### config.mk
export PLATFORM = sky130hd
export DESIGN_NAME = spi_slave_sync
export DESIGN_NICKNAME = d
export VERILOG_FILES = /design/src/rtl/spi_pkg.sv /design/src/rtl/spi_sync_edge.sv /design/src/rtl/spi_slave_sync.sv
export SDC_FILE = /design/constraint.sdc
export NUM_CORES = 1
export LEC_CHECK = 0
export BUFFER_PORTS_ARGS = -buffer_cell sky130_fd_sc_hd__buf_2
export CELL_PAD_IN_SITES_DETAIL_PLACEMENT = 1
export CELL_PAD_IN_SITES_GLOBAL_PLACEMENT = 2
export CORE_MARGIN = 4
export CORE_UTILIZATION = 34
export DETAILED_ROUTE_END_ITERATION = 10
export HOLD_SLACK_MARGIN = 0.05
export PLACE_DENSITY = 0.88
export SYNTH_ARGS = -nofsm -noshare
export SYNTH_HDL_FRONTEND = slang
export SYNTH_SLANG_ARGS = --single-unit
### constraint.sdc
create_clock -name s_clk -period 2.3 [get_ports s_clk]
set_clock_uncertainty 0.1 [all_clocks]
set_input_delay 0.115 -clock s_clk [delete_from_list [all_inputs] [get_ports s_clk]]
set_output_delay 0.115 -clock s_clk [all_outputs]
set_load 0.005 [all_outputs]
### src/rtl/spi_pkg.sv
// Shared constants for the SPI slave slice.
//   ST_IDLE / ST_ACTIVE : frame state encoding
//   MODE0..MODE3        : SPI mode as {cpol, cpha}
//   edge_sel()          : maps a mode and the synced sclk edges to {sample, shift}
package spi_pkg;

   localparam logic [0:0] ST_IDLE   = 1'b0;
   localparam logic [0:0] ST_ACTIVE = 1'b1;

   localparam logic [1:0] MODE0 = 2'b00;
   localparam logic [1:0] MODE1 = 2'b01;
   localparam logic [1:0] MODE2 = 2'b10;
   localparam logic [1:0] MODE3 = 2'b11;

   // Leading edge leaves cpol, trailing edge returns to it.
   // cpha=0 samples on the leading edge, cpha=1 on the trailing edge.
   function automatic logic [1:0] edge_sel(input logic [1:0] mode,
                                           input logic       rise,
                                           input logic       fall);
      logic [1:0] res;
      res = '0;
      case (mode)
         MODE0:   res = {rise, fall};
         MODE1:   res = {fall, rise};
         MODE2:   res = {fall, rise};
         MODE3:   res = {rise, fall};
         default: res = '0;
      endcase
      return res;
   endfunction

endpackage

### src/rtl/spi_sync_edge.sv
// Multi-flop synchronizer with edge detection for one asynchronous pin.
//   s_clk, rst : system clock, synchronous active-high reset
//   d          : asynchronous input pin
//   q          : synchronized level (last stage)
//   rise, fall : one-cycle pulses when q differs from its registered copy
module spi_sync_edge #(
   parameter int   STAGES  = 2,
   parameter logic RST_VAL = 1'b0
) (
   input  logic s_clk,
   input  logic rst,
   input  logic d,
   output logic q,
   output logic rise,
   output logic fall
);

   logic [STAGES-1:0] chain;
   logic              prev;

   always_ff @(posedge s_clk) begin
      if (rst) begin
         chain <= {STAGES{RST_VAL}};
         prev  <= RST_VAL;
      end else begin
         chain <= {chain[STAGES-2:0], d};
         prev  <= chain[STAGES-1];
      end
   end

   assign q    = chain[STAGES-1];
   assign rise = q & ~prev;
   assign fall = ~q & prev;

endmodule

### src/rtl/spi_slave_sync.sv
// SPI slave, fully synchronous to s_clk (s_clk must be >= 4x sclk).
//   cpol, cpha          : SPI mode, latched at frame start
//   sclk, ss_n, mosi    : asynchronous SPI pins
//   miso, miso_oe       : serial data out, driven only while a frame is active
//   tx_data/valid/ready : one-word transmit buffer handshake
//   rx_data/valid/ready : received word handshake
//   busy                : frame active
//   overrun, underrun   : one-cycle status pulses
module spi_slave_sync
   import spi_pkg::*;
#(
   parameter int DATA_WIDTH  = 8,
   parameter int LSB_FIRST   = 1,
   parameter int SYNC_STAGES = 2
) (
   input  logic                  s_clk,
   input  logic                  rst,
   input  logic                  cpol,
   input  logic                  cpha,
   input  logic                  sclk,
   input  logic                  ss_n,
   input  logic                  mosi,
   output logic                  miso,
   output logic                  miso_oe,
   input  logic [DATA_WIDTH-1:0] tx_data,
   input  logic                  tx_valid,
   output logic                  tx_ready,
   output logic [DATA_WIDTH-1:0] rx_data,
   output logic                  rx_valid,
   input  logic                  rx_ready,
   output logic                  busy,
   output logic                  overrun,
   output logic                  underrun
);

   localparam int CW = $clog2(DATA_WIDTH);

   logic                  sclk_rise, sclk_fall, ss_rise, ss_fall, mosi_s;
   logic                  sclk_q_unused, ss_q_unused, mosi_rise_unused, mosi_fall_unused;
   logic [0:0]            state;
   logic [1:0]            mode_q;
   logic [DATA_WIDTH-1:0] tx_buf, tx_sh, rx_sh, rx_next, tx_next;
   logic                  tx_full, sampled;
   logic [CW-1:0]         bit_cnt;
   logic [1:0]            edges;
   logic                  active, sample_ev, shift_ev, word_done, start, load;

   spi_sync_edge #(.STAGES(SYNC_STAGES), .RST_VAL(1'b0)) u_sync_sclk (
      .s_clk(s_clk), .rst(rst), .d(sclk),
      .q(sclk_q_unused), .rise(sclk_rise), .fall(sclk_fall));

   spi_sync_edge #(.STAGES(SYNC_STAGES), .RST_VAL(1'b1)) u_sync_ss (
      .s_clk(s_clk), .rst(rst), .d(ss_n),
      .q(ss_q_unused), .rise(ss_rise), .fall(ss_fall));

   spi_sync_edge #(.STAGES(SYNC_STAGES), .RST_VAL(1'b0)) u_sync_mosi (
      .s_clk(s_clk), .rst(rst), .d(mosi),
      .q(mosi_s), .rise(mosi_rise_unused), .fall(mosi_fall_unused));

   always_comb begin
      edges     = edge_sel(mode_q, sclk_rise, sclk_fall);
      active    = (state == ST_ACTIVE);
      // ss_n rising wins over a coincident sample edge
      sample_ev = active && edges[1] && !ss_rise;
      shift_ev  = active && edges[0] && !ss_rise;
      word_done = sample_ev && (bit_cnt == CW'(DATA_WIDTH - 1));
      start     = !active && ss_fall;
      load      = start || word_done;
      if (LSB_FIRST != 0) begin
         rx_next = {mosi_s, rx_sh[DATA_WIDTH-1:1]};
         tx_next = {1'b0, tx_sh[DATA_WIDTH-1:1]};
      end else begin
         rx_next = {rx_sh[DATA_WIDTH-2:0], mosi_s};
         tx_next = {tx_sh[DATA_WIDTH-2:0], 1'b0};
      end
   end

   assign miso     = (LSB_FIRST != 0) ? tx_sh[0] : tx_sh[DATA_WIDTH-1];
   assign miso_oe  = active;
   assign busy     = active;
   assign tx_ready = !tx_full;

   always_ff @(posedge s_clk) begin
      if (rst) begin
         state    <= ST_IDLE;
         mode_q   <= MODE0;
         tx_buf   <= '0;
         tx_full  <= 1'b0;
         tx_sh    <= '0;
         rx_sh    <= '0;
         rx_data  <= '0;
         rx_valid <= 1'b0;
         bit_cnt  <= '0;
         sampled  <= 1'b0;
         overrun  <= 1'b0;
         underrun <= 1'b0;
      end else begin
         overrun  <= 1'b0;
         underrun <= 1'b0;

         if (!active) begin
            if (ss_fall) begin
               state   <= ST_ACTIVE;
               mode_q  <= {cpol, cpha};
               bit_cnt <= '0;
            end
         end else if (ss_rise) begin
            // partial word and any loaded tx word are dropped
            state   <= ST_IDLE;
            bit_cnt <= '0;
            rx_sh   <= '0;
            tx_sh   <= '0;
            sampled <= 1'b0;
         end

         // load consumes the buffer only when full, accept only fills when empty
         if (load) begin
            tx_sh    <= tx_full ? tx_buf : '0;
            underrun <= !tx_full;
            tx_full  <= 1'b0;
            sampled  <= 1'b0;
         end else if (tx_valid && !tx_full) begin
            tx_buf  <= tx_data;
            tx_full <= 1'b1;
         end

         // hold the first bit of a fresh word until it has been sampled once
         if (!load && shift_ev && sampled)
            tx_sh <= tx_next;

         if (sample_ev) begin
            rx_sh <= rx_next;
            if (word_done) begin
               bit_cnt <= '0;
            end else begin
               bit_cnt <= bit_cnt + CW'(1);
               sampled <= 1'b1;
            end
         end

         if (word_done) begin
            rx_data  <= rx_next;
            rx_valid <= 1'b1;
            overrun  <= rx_valid && !rx_ready;
         end else if (rx_valid && rx_ready) begin
            rx_valid <= 1'b0;
         end
      end
   end

endmodule

Yosys cells after proc, flatten, opt, wreduce, memory -nomap -nowiden

Index checks and enable logic that the tools add are counted.

Logic and storage cells: 95
Bits in registers: 51

$add $sub $neg: 1
Eq/ne operators: 5
Reductions and logical operators: 38
Bitwise operators: 11
Muxes and demuxes: 22

Operator list:

| operator            | count |
|---|---|
| $mux 8              | 5 |
| $mux 3              | 5 |
| $reduce_and 2->1    | 6 |
| $reduce_or 2->1     | 6 |
| $logic_and 1x1->1   | 11 |
| $mux 1              | 10 |
| $reduce_bool 2->1   | 5 |
| $reduce_bool 3->1   | 3 |
| $mux 7              | 1 |
| $not 1->1           | 7 |
| $logic_not 1->1     | 5 |
| $and 1x1->1         | 4 |
| $eq 2x2->1 const B  | 2 |
| $pmux 2 s2          | 1 |
| $add 3x1->3 const B | 1 |
| $eq 3x3->1 const B  | 1 |
| $ne 3x2->1 const B  | 1 |
| $eq 2x1->1 const B  | 1 |
| $logic_not 2->1     | 1 |
| $logic_or 1x1->1    | 1 |

Longest topological paths before layout

Gate-level depths: netlist (run 1).

Depth after elaboration: 12
Mapped depth: 8

By module

From an unflattened synthesis (run 1), not the netlist that was laid out.

Cells, all modules: 214
Area, all modules: 2072.0 um^2

By module, submodules not included:

| module                           | instances | seq. area each (um^2) | cells an instance | area each (um^2) |
|---|---|---|---|---|
| spi_slave_sync                   | 1         | 840.8                 | 190               | 1796.7 |
| spi_sync_edge at u_sync_mosi ... | 2         | 60.1                  | 8                 | 91.3 |
| spi_sync_edge at u_sync_ss       | 1         | 60.1                  | 8                 | 92.6 |

Least setup slack after synthesis (run 1)

No wires, ideal clock.

Path kind: register to register
Start point: register bit_cnt[0]
End point: register tx_buf[7]
Path slack: 421 ps
Library setup time: 128 ps
Arrival time: 1651 ps
Cell stages (with the launch flop): 8
Data required time: 2072 ps
Clock period less this slack: 1879 ps
Buffers on the path: 0
Path through: dfxtp_1 ha_1 ha_1 nand3b_1 mux2_4 o2111ai_4 mux2i_1 nor2_1

Longest elaborated chain between the ends: 5

Ends and longest elaborated chain:

| item                              | RTL line              | RTL |
|---|---|---|
| start: declaration                | spi_slave_sync.sv:44  | `logic [CW-1:0] bit_cnt;` |
| start signal: assignment          | spi_slave_sync.sv:136 | `bit_cnt <= bit_cnt + CW'(1);` |
| $eq 3x3->1                        | spi_slave_sync.sv:66  | `word_done = sample_ev && (bit_cnt == CW'(DATA_WIDTH - 1));` |
| $logic_and 1x1->1                 | spi_slave_sync.sv:66  |  |
| $logic_or 1x1->1                  | spi_slave_sync.sv:68  | `load = start \|\| word_done;` |
| $not 1->1 (no source line)        | --                    |  |
| $reduce_and 2->1 (no source line) | --                    |  |
| end signal: assignment            | spi_slave_sync.sv:123 | `tx_buf <= tx_data;` |
| end: declaration                  | spi_slave_sync.sv:42  | `logic [DATA_WIDTH-1:0] tx_buf, tx_sh, rx_sh, rx_next, tx_next;` |

Every way passes these cells.
A chain may end at the register's enable or synchronous reset.

Worst setup path in the final report (run 1)

Start point: register bit_cnt[0]
End point: register tx_buf[3]

Same word-level chain as after synthesis.

==> results of run 1 <==
[path summary, 6_finish.rpt]
kind                                      start  cells after the start                       endpoint  slack [ns]
hold reg to reg   u_sync_ss.chain[0]$_SDFF_PP1_                      1  u_sync_ss.chain[1]$_SDFF_PP1_        0.32
hold / removal                              rst                      3        rx_data[0]$_SDFFE_PP0P_        0.15
setup / recovery        bit_cnt[0]$_SDFFE_PP0P_                      8         tx_buf[3]$_SDFFE_PP0P_        0.18
setup reg to reg        bit_cnt[0]$_SDFFE_PP0P_                      8         tx_buf[3]$_SDFFE_PP0P_        0.18
[cells in the mapped netlist (all sizes together), types with 6 or more instances]
library cell | number | share of area (%)
nand2 | 21 | 4.0
a21oi | 20 | 5.0
dfxtp | 50 | 50
a221oi | 6 | 3.9
nor2b | 9 | 2.8
a22oi | 7 | 2.6
mux2i | 10 | 5.2
clkbuf | 8 | 1.5
nand3 | 9 | 2.3
nor2 | 21 | 4.0
o21ai | 8 | 2.6
[kinds of logic after synthesis]
family | count (synthesis) | share of synthesized area, %
mux | 11 | 5.975
fa+ha+maj | 2 | 1.258
compound gates | 48 | 18.30
simple gates | 80 | 19.94
xor+xnor | 1 | 0.8178
flops | 50 | 50.31
buf+inv | 14 | 3.396
[area by class of cell]
cell class                 count  share of cell area [%]
inverter                       1                  0.1488
sequential                    50                   39.68
clock buffer                   5                   2.728
clock inverter                 3                   1.786
multi-input combinational    142                   36.51
tap                           72                   3.571
timing repair buffer          56                   15.58
[state kept, by name, indices dropped and copies added (netlist names), 2 cells and up]
register           flops
bit_cnt                3
tx_buf                 8
u_sync_mosi.chain      2
mode_q                 2
rx_data                8
tx_sh                  8
rx_sh                  7
u_sync_sclk.chain      2
u_sync_ss.chain        2
[power breakdown]
group / internal [uW] / switching [uW]
registers: 893 / 21.0
logic: 79.9 / 72.9
clock network: 324 / 297
[worst max-delay path, delay by kind of cell, from the launching register on]
kind,cells,cell delay [ns]
mux,2,0.55
buf+inv,1,0.16
compound gates,1,0.24
flops,1,0.36
simple gates,2,0.17
fa+ha+maj,2,0.42
[per-stage QoR]
stage,util [%],power [uW],std cells,hold WS [ns],setup slack [ns]
2_1_floorplan,-,1021,206,0.1188,0.4214
3_3_place_gp,40.16,1059,305,0.2058,0.2833
3_5_place_dp,40.16,1063,305,0.2049,0.1855
4_1_cts,44.89,1708,328,0.1545,0.1390
5_1_grt,45.25,1773,329,0.1781,0.01031
6_report,45.25,1687,329,0.1549,0.1827
[metal layers]
layer	up-vias	GRT usage (%)	share of wire (%)	wire length (um)
li1	819	-	-	-
met1	763	15.53	42	1925
met2	26	25.77	52	2408
met3	10	3.140	3.6	165
met4	0	5.324	2.0	91
met5	-	0	0	0
[timing repair]
| action | 4_1_cts | 5_1_grt |
|---|---|---|
| setup endpoints to repair | 0 | 3 |
| buffers inserted | 0 | 1 |
| hold buffers | 15 | 0 |
| endpoints found under the hold margin | 16 | 0 |
==> impl_metrics.toml, run 1 <==
[setup_path]
crit_path_top_delay_cell = "sky130_fd_sc_hd__dfxtp_1"
end_kind = "flip-flop"
path_common_cell = "sky130_fd_sc_hd__ha_1"
path_max_fanout = 8
crit_chain = "ha_1 > ha_1 > nand3b_1 > mux2_4 > o2111ai_4 > buf_12 > mux2i_1 > nor2_1"
critPathKind = "reg2reg"
timing.critical_path.arrival_ns = 2.21
critical-path-max-stage-delay_ns = 0.36
cp-start-kind = "flip-flop"
critPathRequiredTime_ns = 2.39

[final_layout]
final_common_cell = "sky130_fd_sc_hd__dfxtp_1"
post-route-cell-area_um2 = 2522
sequential_cell_area_um2 = 1001
final_cell_mix = "sky130_fd_sc_hd__dfxtp_1 (50), sky130_fd_sc_hd__buf_2 (31), sky130_fd_sc_hd__nor2_1 (21), sky130_fd_sc_hd__nand2_1 (21), sky130_fd_sc_hd__a21oi_1 (20)"
drive_gt1_share_pct = 24.51
multi_input_gate_area_in_the_final_layout_um2 = 920.9
fill_cells = 653
layout-area-overhead-vs-synth_pct = 26.79
final_net_count = 275
n_antenna_cell = 0

[timing]
unrepaired_setup_endpoints_after_global_routing = "false"
timing.max_slew.rel_slack_pct = 56.62
finalSetupTns_ns = 0
fmax_mhz = 472.3
setup_violations = 0
slew_violations = 0
final-hold-violation-count = 0
period_needed_ns = 2.117
tightestPinTransition_ns = 0.6468
finalCritPeriodShare_pct = 92.06

[grt]
grt_start_max_net_pins = 27
grt_pass1_vias = 1739
grt_overflow = 0
wire_length_of_the_first_global_routing_pass_um = 8121
track_usage_pct = 14.00
antenna_violations_before_repair = 0

[job]
max-cap-violations = 0

[placement]
place.gp.congestion = 0.7256
buffer_ports.inserted = 31
detailedPlacementHpwl_um = 3131
postPlaceCellArea_um2 = 2238

[min_path]
min_path_type = "in2reg"

[synthesis]
syn_area_per_cell_um2 = 9.657
synth_flop_cell = "sky130_fd_sc_hd__dfxtp_1"
synth.yosys.seq_area_share_pct = 50.31
ys_async_sr_fraction_pct = 0
synth_cell_types = 35
synth_edf_count = 0
syn_nets = 225
synth_area_um2 = 1989
seq_cells_post_synth = 50
netlist_instances = 206
ys_warn_count = 0

[floorplan]
initial_core_util_pct = 35.69
die_span_x_um = 84.50
core_um2 = 5574
rows = 27
design.die.area_um2 = 7139
ios = 32
die_height_um = 84.50

[route]
avgRoutedWirePerCell_um = 13.95
routed_wirelength_um = 4591
post-route-drc-count = 0
drtAntennaViolNets = 0
vias_per_cell = 4.918
drt_iter0_markers = 87
dr.pass1.iters = 4
detailroute.via_count = 1618

[cts]
post_cts_resized = 0
cts_inserted_buffers = 5
cts_tree = "yes"
clk_pin_slew_ns = 0.09
insertion_delay_ns = 0.31
cts-root-to-sink-buffers = 2
cts_htree_levels = 2
numClockSinks = 50
clockRootBuffer = "sky130_fd_sc_hd__clkbuf_8"

[run_status]
status = "finished clean"

[power_and_ir_drop]
power.density_nw_per_um2 = 668.8
power.leakage_uw = 0.0009875
vdd_ir_drop_max_v = 0.0003440
Power figures use the tool's default switching activity.
==> run 2, diff against run 1 <==
--- a/config.mk
+++ b/config.mk
@@ -11,6 +11,7 @@
 export CORE_MARGIN = 4
 export CORE_UTILIZATION = 34
 export DETAILED_ROUTE_END_ITERATION = 10
+export GPL_TIMING_DRIVEN = 0
 export HOLD_SLACK_MARGIN = 0.05
 export PLACE_DENSITY = 0.88
 export SYNTH_ARGS = -nofsm -noshare
==> constraint.sdc (replaced) <==
create_clock -name s_clk -period 2.25 [get_ports s_clk]
set_clock_uncertainty 0.1 [all_clocks]
set_input_delay 0.1125 -clock s_clk [delete_from_list [all_inputs] [get_ports s_clk]]
set_output_delay 0.1125 -clock s_clk [all_outputs]
set_load 0.005 [all_outputs]
==> impl_metrics.toml, run 2 (synthesized netlist as in run 1, its figures left out) <==
[setup_path]
timing.critical_path.arrival_ns = 2.15
crit_chain = "ha_1 > ha_2 > nand3b_1 > mux2_4 > o2111ai_4 > buf_12 > mux2i_1 > nor2_1"
end_kind = "flip-flop"
crit_path_top_delay_cell = "sky130_fd_sc_hd__dfxtp_2"
cp-start-kind = "flip-flop"
critical-path-max-stage-delay_ns = 0.35
critPathRequiredTime_ns = 2.34
path_max_fanout = 7
critPathKind = "reg2reg"

[final_layout]
fin_util_pct = 44.96
layout-area-overhead-vs-synth_pct = 25.97
top_regs = "rx_data (8), tx_buf (8), tx_sh (8)"
final_net_count = 279
fill_cells = 663
final_cell_mix = "sky130_fd_sc_hd__dfxtp_1 (49), sky130_fd_sc_hd__buf_2 (33), sky130_fd_sc_hd__nand2_1 (21), sky130_fd_sc_hd__nor2_1 (20), sky130_fd_sc_hd__a21oi_1 (20)"
n_antenna_cell = 0
final_common_cell = "sky130_fd_sc_hd__dfxtp_1"
drive_gt1_share_pct = 23.37

[route]
post-route-drc-count = 0
dr.pass1.iters = 4
detailroute.via_count = 1649
avgRoutedWirePerCell_um = 14.26
drt_iter0_markers = 75
vias_per_cell = 4.952
drtAntennaViolNets = 0
routed_wirelength_um = 4748

[cts]
cts_htree_levels = 2
insertion_delay_ns = 0.31
cts-root-to-sink-buffers = 2
numClockSinks = 50
clockRootBuffer = "sky130_fd_sc_hd__clkbuf_8"
cts_tree = "yes"
clk_pin_slew_ns = 0.09
cts_inserted_buffers = 5

[floorplan]
die_span_x_um = 84.50
core_um2 = 5574
die_height_um = 84.50
ios = 32
rows = 27
initial_core_util_pct = 35.69
design.die.area_um2 = 7139

[power_and_ir_drop]
sequentialPowerShare_pct = 56.7
clock_power_share_pct = 33.1
vdd_ir_drop_max_v = 0.0002722
power.leakage_uw = 0.0009706
power.density_nw_per_um2 = 654.2
p_comb_share_pct = 10.2
cellInternalPower_uw = 1245
swShare_pct = 24.08
power.net_switching_uw = 394.8

[timing]
period_needed_ns = 2.061
final-hold-violation-count = 0
setup_violations = 0
fmax_mhz = 485.1
slew_violations = 0
finalSetupTns_ns = 0
finalCritPeriodShare_pct = 91.61
unrepaired_setup_endpoints_after_global_routing = "false"
tightestPinTransition_ns = 0.6230
timing.max_slew.rel_slack_pct = 58.47

[placement]
place.gp.congestion = 0.6958
buffer_ports.inserted = 30
detailedPlacementHpwl_um = 3167

[grt]
grt_pass1_vias = 1671
grt_start_max_net_pins = 15
grt_overflow = 0
track_usage_pct = 13.87
wire_length_of_the_first_global_routing_pass_um = 7990
antenna_violations_before_repair = 0

[job]
max-cap-violations = 0

[run_status]
status = "finished clean"

[min_path]
min_path_type = "in2reg"
## run 2: cell count changes in the layout (fill, tap and decap cells not counted), moves of 2 or more
cell,change
sky130_fd_sc_hd__clkbuf_1,+9
sky130_fd_sc_hd__buf_4,-8
sky130_fd_sc_hd__buf_2,+2
sky130_fd_sc_hd__clkinvlp_4,-2
## run 2: power by group through the flow
stage	clock network [uW]	logic [uW]	registers, uW
after floorplan	0	97.4	947
after global routing	598	185	935
after CTS	554	160	930
final	543	166	930
after global placement	0	136	950
after detailed placement	0	140	951
## run 2: stage by stage
stage / cell area, um2 / setup WS, ns / power [uW] / hold slack, ns / std cells
2_1_floorplan: 1989 / 0.3714 / 1044 / 0.1163 / 206
4_1_cts: 2471 / 0.08128 / 1644 / 0.2697 / 331
3_3_place_gp: 2230 / 0.1555 / 1086 / 0.2034 / 308
5_1_grt: 2506 / 0.03032 / 1718 / 0.3038 / 333
3_5_place_dp: 2230 / 0.1050 / 1091 / 0.2071 / 308
6_report: 2506 / 0.1888 / 1640 / 0.2546 / 333
## run 2: area by class of cell
class                           instances  area [um2]  area share, %
Timing Repair Buffer                   46       320.3          12.78
Sequential cell                        50        1002          39.99
Clock buffer                            7       86.33          3.445
Buffer                                 13       63.81          2.546
Inverter                                1       3.754         0.1498
Multi-Input combinational cell        143       934.6          37.29
Clock inverter                          1       5.005         0.1997
Tap cell                               72       90.09          3.595
## run 2: final timing paths
check	from	end	cells past startpoint	slack [ns]
max	bit_cnt[0]$_SDFFE_PP0P_	tx_buf[5]$_SDFFE_PP0P_	8	0.19
max reg2reg	bit_cnt[0]$_SDFFE_PP0P_	tx_buf[5]$_SDFFE_PP0P_	8	0.19
min	rst	rx_sh[2]$_SDFFE_PP0P_	3	0.25
min reg2reg	u_sync_ss.chain[0]$_SDFF_PP1_	u_sync_ss.chain[1]$_SDFF_PP1_	1	0.32
## run 2: what timing repair did
action	in CTS	in global routing
hold endpoints to repair	16	0
buffers inserted	0	1
hold buffers	15	0
resized for setup	0	3
endpoints found under the setup margin	0	22
## run 2: critical path, delay by kind of cell (launching register included)
| family | cells | cell delay [ns] |
|---|---|---|
| multiplexers | 2 | 0.54 |
| AO/OA/AOI/OAI | 1 | 0.26 |
| flip-flops | 1 | 0.35 |
| adder cells (fa/ha/maj) | 2 | 0.37 |
| buffers and inverters | 1 | 0.17 |
| AND/OR/NAND/NOR | 2 | 0.15 |
## run 2: metal layers
layer  wire, um  track usage [%]  share of wire, %  up-vias
li1           -                -                 -      830
met1       2103            16.24                44      790
met2       2425            24.48                51       21
met3        139            3.827               2.9        8
met4         80            4.317               1.7        0
met5          0                0                 0        -
